==> src/rtl/mem_port_arbiter.sv <==
// Arbiter for the shared instruction/data memory port between fetch and load/store.
// Data side wins from IDLE; after each completion only the other side may be granted.
module mem_port_arbiter #(
    parameter int ADDR_W  = 8,
    parameter int DATA_W  = 32,
    parameter int MEM_LAT = 1
) (
    input  logic              clk,
    input  logic              rst,
    input  logic              if_req,
    input  logic [ADDR_W-1:0] if_addr,
    output logic [DATA_W-1:0] if_rdata,
    output logic              if_valid,
    output logic              if_stall,
    input  logic              d_req,
    input  logic              d_we,
    input  logic [2:0]        d_func3,
    input  logic [ADDR_W-1:0] d_addr,
    input  logic [DATA_W-1:0] d_wdata,
    output logic [DATA_W-1:0] d_rdata,
    output logic              d_valid,
    output logic              d_stall,
    output logic [ADDR_W-1:0] mem_addr,
    output logic              mem_read,
    output logic              mem_write,
    output logic [2:0]        mem_func3,
    output logic [DATA_W-1:0] mem_wdata,
    input  logic [DATA_W-1:0] mem_rdata
);

    // state  | meaning
    // IDLE   | port free, arbitrate with data priority
    // BUSY_I | fetch command on the port, counting MEM_LAT cycles
    // BUSY_D | load/store command on the port, counting MEM_LAT cycles
    // DONE_I | if_valid pulse; only the data side may be granted
    // DONE_D | d_valid pulse; only the fetch side may be granted
    typedef enum logic [2:0] {
        IDLE   = 3'd0,
        BUSY_I = 3'd1,
        BUSY_D = 3'd2,
        DONE_I = 3'd3,
        DONE_D = 3'd4
    } state_t;

    localparam int CNT_W = (MEM_LAT > 1) ? $clog2(MEM_LAT) : 1;
    localparam logic [CNT_W-1:0] CNT_LAST = CNT_W'(MEM_LAT - 1);
    localparam logic [2:0] FETCH_FUNC3 = 3'b010;

    state_t            state_q, state_d;
    logic [CNT_W-1:0]  cnt_q, cnt_d;
    logic [ADDR_W-1:0] addr_q, addr_d;
    logic [2:0]        func3_q, func3_d;
    logic [DATA_W-1:0] wdata_q, wdata_d;
    logic              we_q, we_d;
    logic [DATA_W-1:0] if_rdata_q, if_rdata_d;
    logic [DATA_W-1:0] d_rdata_q, d_rdata_d;

    logic grant_i;
    logic grant_d;
    logic busy;

    always_ff @(posedge clk or negedge rst) begin
        if (!rst) begin
            state_q    <= IDLE;
            cnt_q      <= '0;
            addr_q     <= '0;
            func3_q    <= '0;
            wdata_q    <= '0;
            we_q       <= 1'b0;
            if_rdata_q <= '0;
            d_rdata_q  <= '0;
        end else begin
            state_q    <= state_d;
            cnt_q      <= cnt_d;
            addr_q     <= addr_d;
            func3_q    <= func3_d;
            wdata_q    <= wdata_d;
            we_q       <= we_d;
            if_rdata_q <= if_rdata_d;
            d_rdata_q  <= d_rdata_d;
        end
    end

    always_comb begin
        state_d    = state_q;
        cnt_d      = cnt_q;
        addr_d     = addr_q;
        func3_d    = func3_q;
        wdata_d    = wdata_q;
        we_d       = we_q;
        if_rdata_d = if_rdata_q;
        d_rdata_d  = d_rdata_q;
        grant_i    = 1'b0;
        grant_d    = 1'b0;

        case (state_q)
            IDLE: begin
                if (d_req) begin
                    grant_d = 1'b1;
                end else if (if_req) begin
                    grant_i = 1'b1;
                end
            end
            BUSY_I: begin
                if (cnt_q == CNT_LAST) begin
                    cnt_d      = '0;
                    if_rdata_d = mem_rdata;
                    state_d    = DONE_I;
                end else begin
                    cnt_d = cnt_q + CNT_W'(1);
                end
            end
            BUSY_D: begin
                if (cnt_q == CNT_LAST) begin
                    cnt_d = '0;
                    if (!we_q) begin
                        d_rdata_d = mem_rdata;
                    end
                    state_d = DONE_D;
                end else begin
                    cnt_d = cnt_q + CNT_W'(1);
                end
            end
            // The requester just served is deliberately not looked at here.
            DONE_I: begin
                if (d_req) begin
                    grant_d = 1'b1;
                end else begin
                    state_d = IDLE;
                end
            end
            DONE_D: begin
                if (if_req) begin
                    grant_i = 1'b1;
                end else begin
                    state_d = IDLE;
                end
            end
            default: begin
                state_d = IDLE;
            end
        endcase

        if (grant_d) begin
            state_d = BUSY_D;
            cnt_d   = '0;
            addr_d  = d_addr;
            func3_d = d_func3;
            wdata_d = d_wdata;
            we_d    = d_we;
        end else if (grant_i) begin
            state_d = BUSY_I;
            cnt_d   = '0;
            addr_d  = if_addr;
            func3_d = FETCH_FUNC3;
            wdata_d = '0;
            we_d    = 1'b0;
        end
    end

    // Port outputs come only from the command registers so they cannot move mid-access.
    assign busy      = (state_q == BUSY_I) || (state_q == BUSY_D);
    assign mem_addr  = addr_q;
    assign mem_func3 = func3_q;
    assign mem_wdata = wdata_q;
    assign mem_read  = busy & ~we_q;
    assign mem_write = busy & we_q;

    assign if_valid = (state_q == DONE_I);
    assign d_valid  = (state_q == DONE_D);
    assign if_rdata = if_rdata_q;
    assign d_rdata  = d_rdata_q;

    // Stalls are masked while reset is held so every output reads zero in reset.
    assign if_stall = if_req & ~if_valid & rst;
    assign d_stall  = d_req & ~d_valid & rst;

endmodule

==> config.mk <==
export PLATFORM = sky130hd
export DESIGN_NAME = mem_port_arbiter
export DESIGN_NICKNAME = d
export VERILOG_FILES = /design/src/rtl/mem_port_arbiter.sv
export SDC_FILE = /design/constraint.sdc
export NUM_CORES = 1
export LEC_CHECK = 0
export CORE_MARGIN = 4
export CORE_UTILIZATION = 42
export DETAILED_ROUTE_END_ITERATION = 8
export PLACE_DENSITY = 0.8
export SLEW_MARGIN = 0
export SYNTH_ARGS = -nofsm -noshare
export SYNTH_HDL_FRONTEND = slang
export SYNTH_SLANG_ARGS = --single-unit
export TNS_END_PERCENT = 5
==> constraint.sdc <==
create_clock -name clk -period 2.2 [get_ports clk]
set_input_delay 0.22 -clock clk [delete_from_list [all_inputs] [get_ports clk]]
set_output_delay 0.22 -clock clk [all_outputs]
set_load 0.03 [all_outputs]
### Word level (Yosys, flattened, before mapping)

Cells that the tools add are included.
W data, S select, Z words.

* register bits after elaboration: 112
* bits of input ports: 88
* output and inout bits: 113
* logic and storage cells: 61

* $add $sub $neg: 1
* equal/unequal tests: 9
* muxes and demuxes: 24
* bitwise gates (word level): 10
* reduce and logical (&&, ||, !) cells: 9

Operator list (count)
* $mux W32: 2
* $mux W3: 8
* $mux W8: 2
* $pmux W3 S5: 1
* $mux W1: 10
* $ne A4 B2 Y1 const B: 2
* $ne A4 B4 Y1 const B: 2
* $and A1 B1 Y1: 6
* $eq A3 B2 Y1 const B: 2
* $reduce_and A5 Y1: 1
* $not A1 Y1: 4
* $reduce_or A2 Y1: 2
* $eq A3 B1 Y1 const B: 1
* $eq A3 B3 Y1 const B: 1
* $logic_not A3 Y1: 1
* $ne A3 B3 Y1 const B: 1
* $reduce_and A3 Y1: 1
* $reduce_bool A3 Y1: 1
* $pmux W1 S2: 1
* $reduce_and A2 Y1: 1
* $reduce_bool A2 Y1: 1
* $add A1 B1 Y1 const B: 1
* $logic_or A1 B1 Y1: 1

### Longest topological paths before layout

Gate-level depths: netlist of the first run.

* word-level depth: 5
* gate-level depth with buffers: 6
* mapped depth without buffers: 3

### Worst setup path before layout of the first run

Ideal clock, no wire load.

* kind: register to output
* from: register state_q[0]
* to: output port d_stall
* data arrival time: 1.696 ns
* data required time: 1.980 ns
* slack: 0.284 ns
* stages on the path, launching flop included: 4
* buffers on the path: 1
* cells stage by stage: dfrtp_1 buf_4 nor3b_1 nor2_1

* longest elaborated chain between the ends: 4

RTL lines
* start, declared: line 49 `state_t state_q, state_d;`
* start signal, assigned: line 73 `state_q <= state_d;`
* $eq A3 B3 Y1: line 170 `assign d_valid = (state_q == DONE_D);`
* named net d_valid: line 21 `output logic d_valid,`
* $not A1 Y1: line 176 `assign d_stall = d_req & ~d_valid & rst;`
* $and A1 B1 Y1 (2 in a row): line 176
* end, declared: line 22 `output logic d_stall,`

The timed path passes the listed nets, and every way through them passes these cells.

### Worst setup path after layout of the first run

* from: register state_q[1]
* to: output port if_valid

* longest elaborated chain between the ends: 1

RTL lines
* $eq A3 B2 Y1: line 169 `assign if_valid = (state_q == DONE_I);`
* end, declared: line 13 `output logic if_valid,`

No other way between the ends.

==> impl_metrics.py, run 1 <==
metrics = {
    "setup_path": {
        "critical_path.endpoint_type": "output port",
        "crit_arrival_ns": 1.89,
        "critPathMaxFanout": 9,
        "r2r_start": "state_q[1]",
        "worstSetupPathType": "reg -> out",
        "start_kind": "register",
        "required_ns": 1.98,
        "worst_r2r_path_depth": 4,
        "cp-startpoint": "state_q[1]",
    },
    "worst_hold_path": {
        "hold_path_class": "in -> async",
    },
    "global_routing": {
        "grt_overflow_total": 0,
        "met3_usage": 0.06630,
        "antenna_found_initial": 0,
        "grt_util_met2": 0.2954,
        "grt_max_degree": 63,
        "grt.total_usage": 0.1906,
        "grt_pass1_vias": 3494,
        "grt_pass1_wl_um": 18900,
        "grt_util_met1": 0.2482,
        "grt_busiest_layer": "met2",
    },
    "placed_design": {
        "port-buffer-count": 200,
        "globalplace.congestion": 0.7924,
        "dp_hpwl_um": 8723,
        "place_ws_ns": 0.1865,
    },
    "synth": {
        "yosysTopAreaCellShare": 0.6158,
        "synth_cell_types": 29,
        "ys_ff_latch": 111,
        "syn_area_um2": 4511,
        "synth_top_area_cell": "dfrtp_1",
        "netlist_top_cells_area": "dfrtp_1 (62%), mux2_4 (10%), mux2_2 (7.2%), a22o_1 (6.8%), buf_12 (1.3%)",
        "synth-seq-area-share": 0.6158,
        "syn_inst": 287,
        "syn-num-nets": 375,
        "syn_area_per_cell_um2": 15.72,
        "synth.yosys.warnings": 0,
    },
    "outcome": {
        "status": "completed",
    },
    "timing": {
        "drv_slew": 0,
        "skew_ns": 0.008269,
        "hold_viol": 0,
        "tns_ns": 0,
        "timing.final.ws_setup_ns": 0.09461,
        "tightest_slew_ns": 0.7519,
        "setup_violations": 0,
        "slew_headroom": 0.4988,
        "period_share": 0.9570,
        "fmax_mhz": 475.0,
        "whs_ns": 0.005605,
        "period_minus_slack_ns": 2.105,
        "rsz0062_at_grt": "no",
    },
    "power_and_ir_drop": {
        "ir_worst_vdd_mv": 0.7446,
        "combPwrFrac": 0.577,
        "swShare": 0.4110,
        "internal-power_w": 0.006949,
        "power.density_nw_per_um2": 1723,
        "p_leak_nw": 2.968,
        "p_sw_w": 0.004849,
        "power_frac_seq": 0.310,
        "clkPwrFrac": 0.113,
    },
    "flow_run": {
        "maxCapViolCount": 0,
    },
    "cells_and_area": {
        "synthToLayoutAreaGrowth_pct": 51.84,
        "layout-drive-gt1-share": 0.2012,
        "final_nets": 580,
        "layout_common_cells": "clkdlybuf4s50_1 (194), dfrtp_1 (110), a22o_1 (35), mux2_4 (30), mux2_2 (29)",
        "final_common_cell": "clkdlybuf4s50_1",
        "antenna_cells": 0,
        "multi_input_area_um2": 1560,
        "fill_cells": 762,
        "seq_area_um2": 2779,
    },
    "die": {
        "initial_core_util": 0.4350,
        "die_w_um": 111.6,
        "top_level_ports": 201,
        "core_um2": 10370,
        "num_rows": 37,
        "die_h_um": 111.6,
        "dieArea_um2": 12460,
    },
    "detailed_routing": {
        "drt-vias-per-instance": 5.130,
        "vias": 3247,
        "wire_per_inst_um": 18.33,
        "ant_nets": 0,
        "drc": 0,
        "totalWireLength_um": 11610,
        "drt_pre_antenna_iters": 4,
        "drt_iter0_markers": 93,
    },
    "clock_network": {
        "clock_latency_ns": 0.35,
        "cts_tree": "built",
        "clock-sinks": 111,
        "cts_setup_buffers": 0,
        "hold_buffers": 0,
        "cts_buffers": 9,
        "clk_pin_slew_ns": 0.10,
        "htree_num_levels": 3,
        "cts-root-buf": "clkbuf_8",
        "cts.path.max_buffers": 2,
    },
}
cell usage after synthesis (all sizes together):
master,number
and3b,1
nor3,9
dfrtp,111
or3b,1
nor2b,2
a22oi,8
nand2,10
clkbuf,1
a22o,35
buf,17
and2b,1
or2,1
nand2b,2
nand3b,1
nor3b,4
xnor2,1
a21oi,11
nor2,5
xor2,1
mux2,64
inv,1
power by group through the flow:
stage | combinational (W) | clock [W] | sequential (W)
2_1_floorplan | 0.00254 | 0 | 0.00539
3_3_place_gp | 0.00675 | 0 | 0.00363
3_5_place_dp | 0.00689 | 0 | 0.00366
4_1_cts | 0.00688 | 0.00138 | 0.00366
5_1_grt | 0.00715 | 0.00147 | 0.00378
6_report | 0.00681 | 0.00134 | 0.00365
area by class of cell:
type | count | share of cell area
Clock inverter | 4 | 0.01133
Sequential cell | 111 | 0.4057
Clock buffer | 12 | 0.02119
Timing Repair Buffer | 212 | 0.3085
Inverter | 1 | 0.0005480
Tap cell | 136 | 0.02484
Multi-Input combinational cell | 157 | 0.2278
worst paths after layout:
path	endpoint	slack, ns
min reg2reg	if_rdata[18]	0.50
min in group clk	mem_wdata[6]	0.46
max reg2reg	d_rdata[0]	0.39
min	d_rdata[22]	0.006
max	if_valid	0.09
max in group asynchronous	if_rdata[8]	1.64
kinds of logic (layout without fill, tap and decap cells):
| group | Yosys count | after routing | share of synthesized area |
|---|---|---|---|
| flip-flops | 111 | 111 | 0.6158 |
| multiplexers | 64 | 64 | 0.1847 |
| AO/OA/AOI/OAI | 54 | 54 | 0.09598 |
| AND/OR/NAND/NOR | 37 | 37 | 0.05160 |
| buffers and inverters | 19 | 229 | 0.03966 |
| XOR/XNOR | 2 | 2 | 0.01221 |
routing by layer:
metal  wire length (um)  share of wire  up-vias
met5                  0              0        -
met4                257          0.022        0
met3               1100          0.095       25
met2               5224           0.45      183
met1               5022           0.43     1582
li1                   -              -     1457
timing repair:
action / CTS / global route
gates resized for setup: 3 / 2
pin swaps: 0 / 0
setup endpoints to repair: 4 / 2
gates cloned: 0 / 0
registers in the layout (all words and copies together), names as in the netlist:
register and flops:
d_rdata 32, if_rdata 32, mem_addr 8, mem_func3 3, we_q 1, state_q 3, mem_wdata 32
worst max-delay path, stage by stage (launching register included):
cell	delay [ns]
dfrtp_2	0.60
and3b_2	0.26
clkdlybuf4s50_1	0.67
metrics by stage:
stage / cells / utilization / instance area (um^2) / total power, W
finish: 633 / 0.6605 / 6849 / 0.01180
global route: 633 / 0.6605 / 6849 / 0.01239
CTS: 633 / 0.6600 / 6844 / 0.01192
detailed placement: 617 / 0.6380 / 6616 / 0.01055
global placement: 617 / 0.6380 / 6616 / 0.01038
floorplan: 287 / - / 4511 / 0.007926
Note: power is estimated with default switching activity, not from simulation.
==> inputs of run 2 (changes only) <==
--- a/config.mk
+++ b/config.mk
@@ -8,8 +8,8 @@
 export CORE_MARGIN = 4
 export CORE_UTILIZATION = 42
 export DETAILED_ROUTE_END_ITERATION = 8
+export HOLD_SLACK_MARGIN = 0.06
 export PLACE_DENSITY = 0.8
-export SLEW_MARGIN = 0
 export SYNTH_ARGS = -nofsm -noshare
 export SYNTH_HDL_FRONTEND = slang
 export SYNTH_SLANG_ARGS = --single-unit
==> impl_metrics.py, run 2 (synthesis gave the netlist of run 1 again) <==
metrics = {
    "outcome": {
        "status": "completed",
    },
    "setup_path": {
        "start_kind": "register",
        "path_cells": "and3b_2 > clkdlybuf4s50_1",
        "critPathMaxFanout": 9,
        "worstSetupPathType": "reg -> out",
        "required_ns": 1.98,
        "worst_r2r_path_depth": 4,
        "critical_path.endpoint_type": "output port",
        "regToRegSetupSlack_ns": 0.39,
        "cp-startpoint": "state_q[1]",
        "cpPeakStageDelay_ns": 0.67,
        "r2r_start": "state_q[1]",
        "crit_arrival_ns": 1.89,
        "crit_slowest_cell": "clkdlybuf4s50_1",
    },
    "detailed_routing": {
        "drt-vias-per-instance": 5.118,
        "drc": 0,
        "totalWireLength_um": 11630,
        "wire_per_inst_um": 18.35,
        "drt_pre_antenna_iters": 4,
        "drt_iter0_markers": 90,
        "ant_nets": 0,
        "vias": 3245,
    },
    "timing": {
        "setup_violations": 0,
        "slew_headroom": 0.4978,
        "fmax_mhz": 474.2,
        "hold_viol": 0,
        "period_minus_slack_ns": 2.109,
        "tns_ns": 0,
        "tightest_slew_ns": 0.7533,
        "period_share": 0.9586,
        "skew_ns": 0.009969,
        "rsz0062_at_grt": "no",
        "whs_ns": 0.4597,
        "drv_slew": 0,
    },
    "worst_hold_path": {
        "worstHoldStart": "d_wdata[6]",
        "hold_depth": 2,
        "hold_path_class": "in -> reg",
    },
    "clock_network": {
        "cts_setup_buffers": 0,
        "cts_buffers": 9,
        "htree_num_levels": 3,
        "clock_latency_ns": 0.36,
        "clock-sinks": 111,
        "cts_tree": "built",
        "cts-root-buf": "clkbuf_8",
        "cts.path.max_buffers": 2,
        "clk_pin_slew_ns": 0.10,
    },
    "cells_and_area": {
        "layout-drive-gt1-share": 0.2008,
        "fill_cells": 762,
        "synthToLayoutAreaGrowth_pct": 52.07,
        "layout_common_cells": "clkdlybuf4s50_1 (194), dfrtp_1 (110), a22o_1 (35), mux2_4 (30), mux2_2 (29)",
        "final_common_cell": "clkdlybuf4s50_1",
        "final_nets": 581,
        "antenna_cells": 0,
    },
    "power_and_ir_drop": {
        "power.density_nw_per_um2": 1720,
        "ir_worst_vdd_mv": 0.7445,
        "p_leak_nw": 2.973,
        "power.total_w": 0.01180,
    },
    "die": {
        "die_h_um": 111.6,
        "die_w_um": 111.6,
        "initial_core_util": 0.4350,
        "core_um2": 10370,
        "top_level_ports": 201,
        "num_rows": 37,
        "dieArea_um2": 12460,
    },
    "global_routing": {
        "grt_max_degree": 63,
        "grt.total_usage": 0.1911,
        "grt_overflow_total": 0,
        "antenna_found_initial": 0,
        "grt_pass1_wl_um": 18950,
        "grt_pass1_vias": 3500,
    },
    "placed_design": {
        "dp_hpwl_um": 8723,
        "port-buffer-count": 200,
        "globalplace.congestion": 0.7924,
    },
    "flow_run": {
        "maxCapViolCount": 0,
    },
}
[run 2: changes by cell type in the layout (fill, tap and decap cells not counted), sizes merged]
cell,change
dlygate4sd3,+1
[run 2: final timing paths]
kind                                      to
worst max-delay path                if_valid
worst min-delay path            mem_wdata[6]
worst max register to register    d_rdata[0]
worst min register to register  if_rdata[18]
max in group asynchronous        if_rdata[8]
min in group asynchronous        d_rdata[22]
[run 2: what timing repair did]
item | 4_1_cts | 5_1_grt
hold buffers | 1 | 0
cloned | 0 | 0
resized for setup | 3 | 2
hold endpoints to repair | 49 | 0
setup endpoints to repair | 4 | 2
[run 2: through the flow]
step | worst slack, ns | area, um^2 | instances | utilization
3_3_place_gp | 0.1981 | 6616 | 617 | 0.6380
3_5_place_dp | 0.1865 | 6616 | 617 | 0.6380
4_1_cts | 0.01478 | 6854 | 634 | 0.6610
6_report | 0.09106 | 6859 | 634 | 0.6614
2_1_floorplan | 0.2842 | 4511 | 287 | -
5_1_grt | 0.01648 | 6859 | 634 | 0.6614
[run 2: area by class of cell]
class,count,area [um^2],share of cell area
multi-input cells,157,1560,0.2275
clock inverters,4,77.57,0.01131
repair buffers,213,2123,0.3096
inverters,1,3.754,0.0005472
clock buffers,12,145.1,0.02116
well taps,136,170.2,0.02481
flip-flops and latches,111,2779,0.4051
[run 2: layer usage]
| metal | wire (um) | track usage | vias up |
|---|---|---|---|
| met4 | 231 | 0.07137 | 0 |
| met5 | 0 | 0 | - |
| met1 | 5031 | 0.2482 | 1591 |
| met3 | 1113 | 0.06630 | 18 |
| met2 | 5255 | 0.2970 | 179 |
| li1 | - | - | 1457 |
[run 2: power breakdown]
group / internal (W) / switching (W)
Clock: 0.000681 / 0.000659
Sequential: 0.00302 / 0.000631
Combinational: 0.00325 / 0.00356
[run 2: worst max-delay path: cells and delay by family, from the launching register on]
| kind | cells | cell delay, ns |
|---|---|---|
| buffers and inverters | 1 | 0.67 |
| flip-flops | 1 | 0.60 |
| AND/OR/NAND/NOR | 1 | 0.27 |
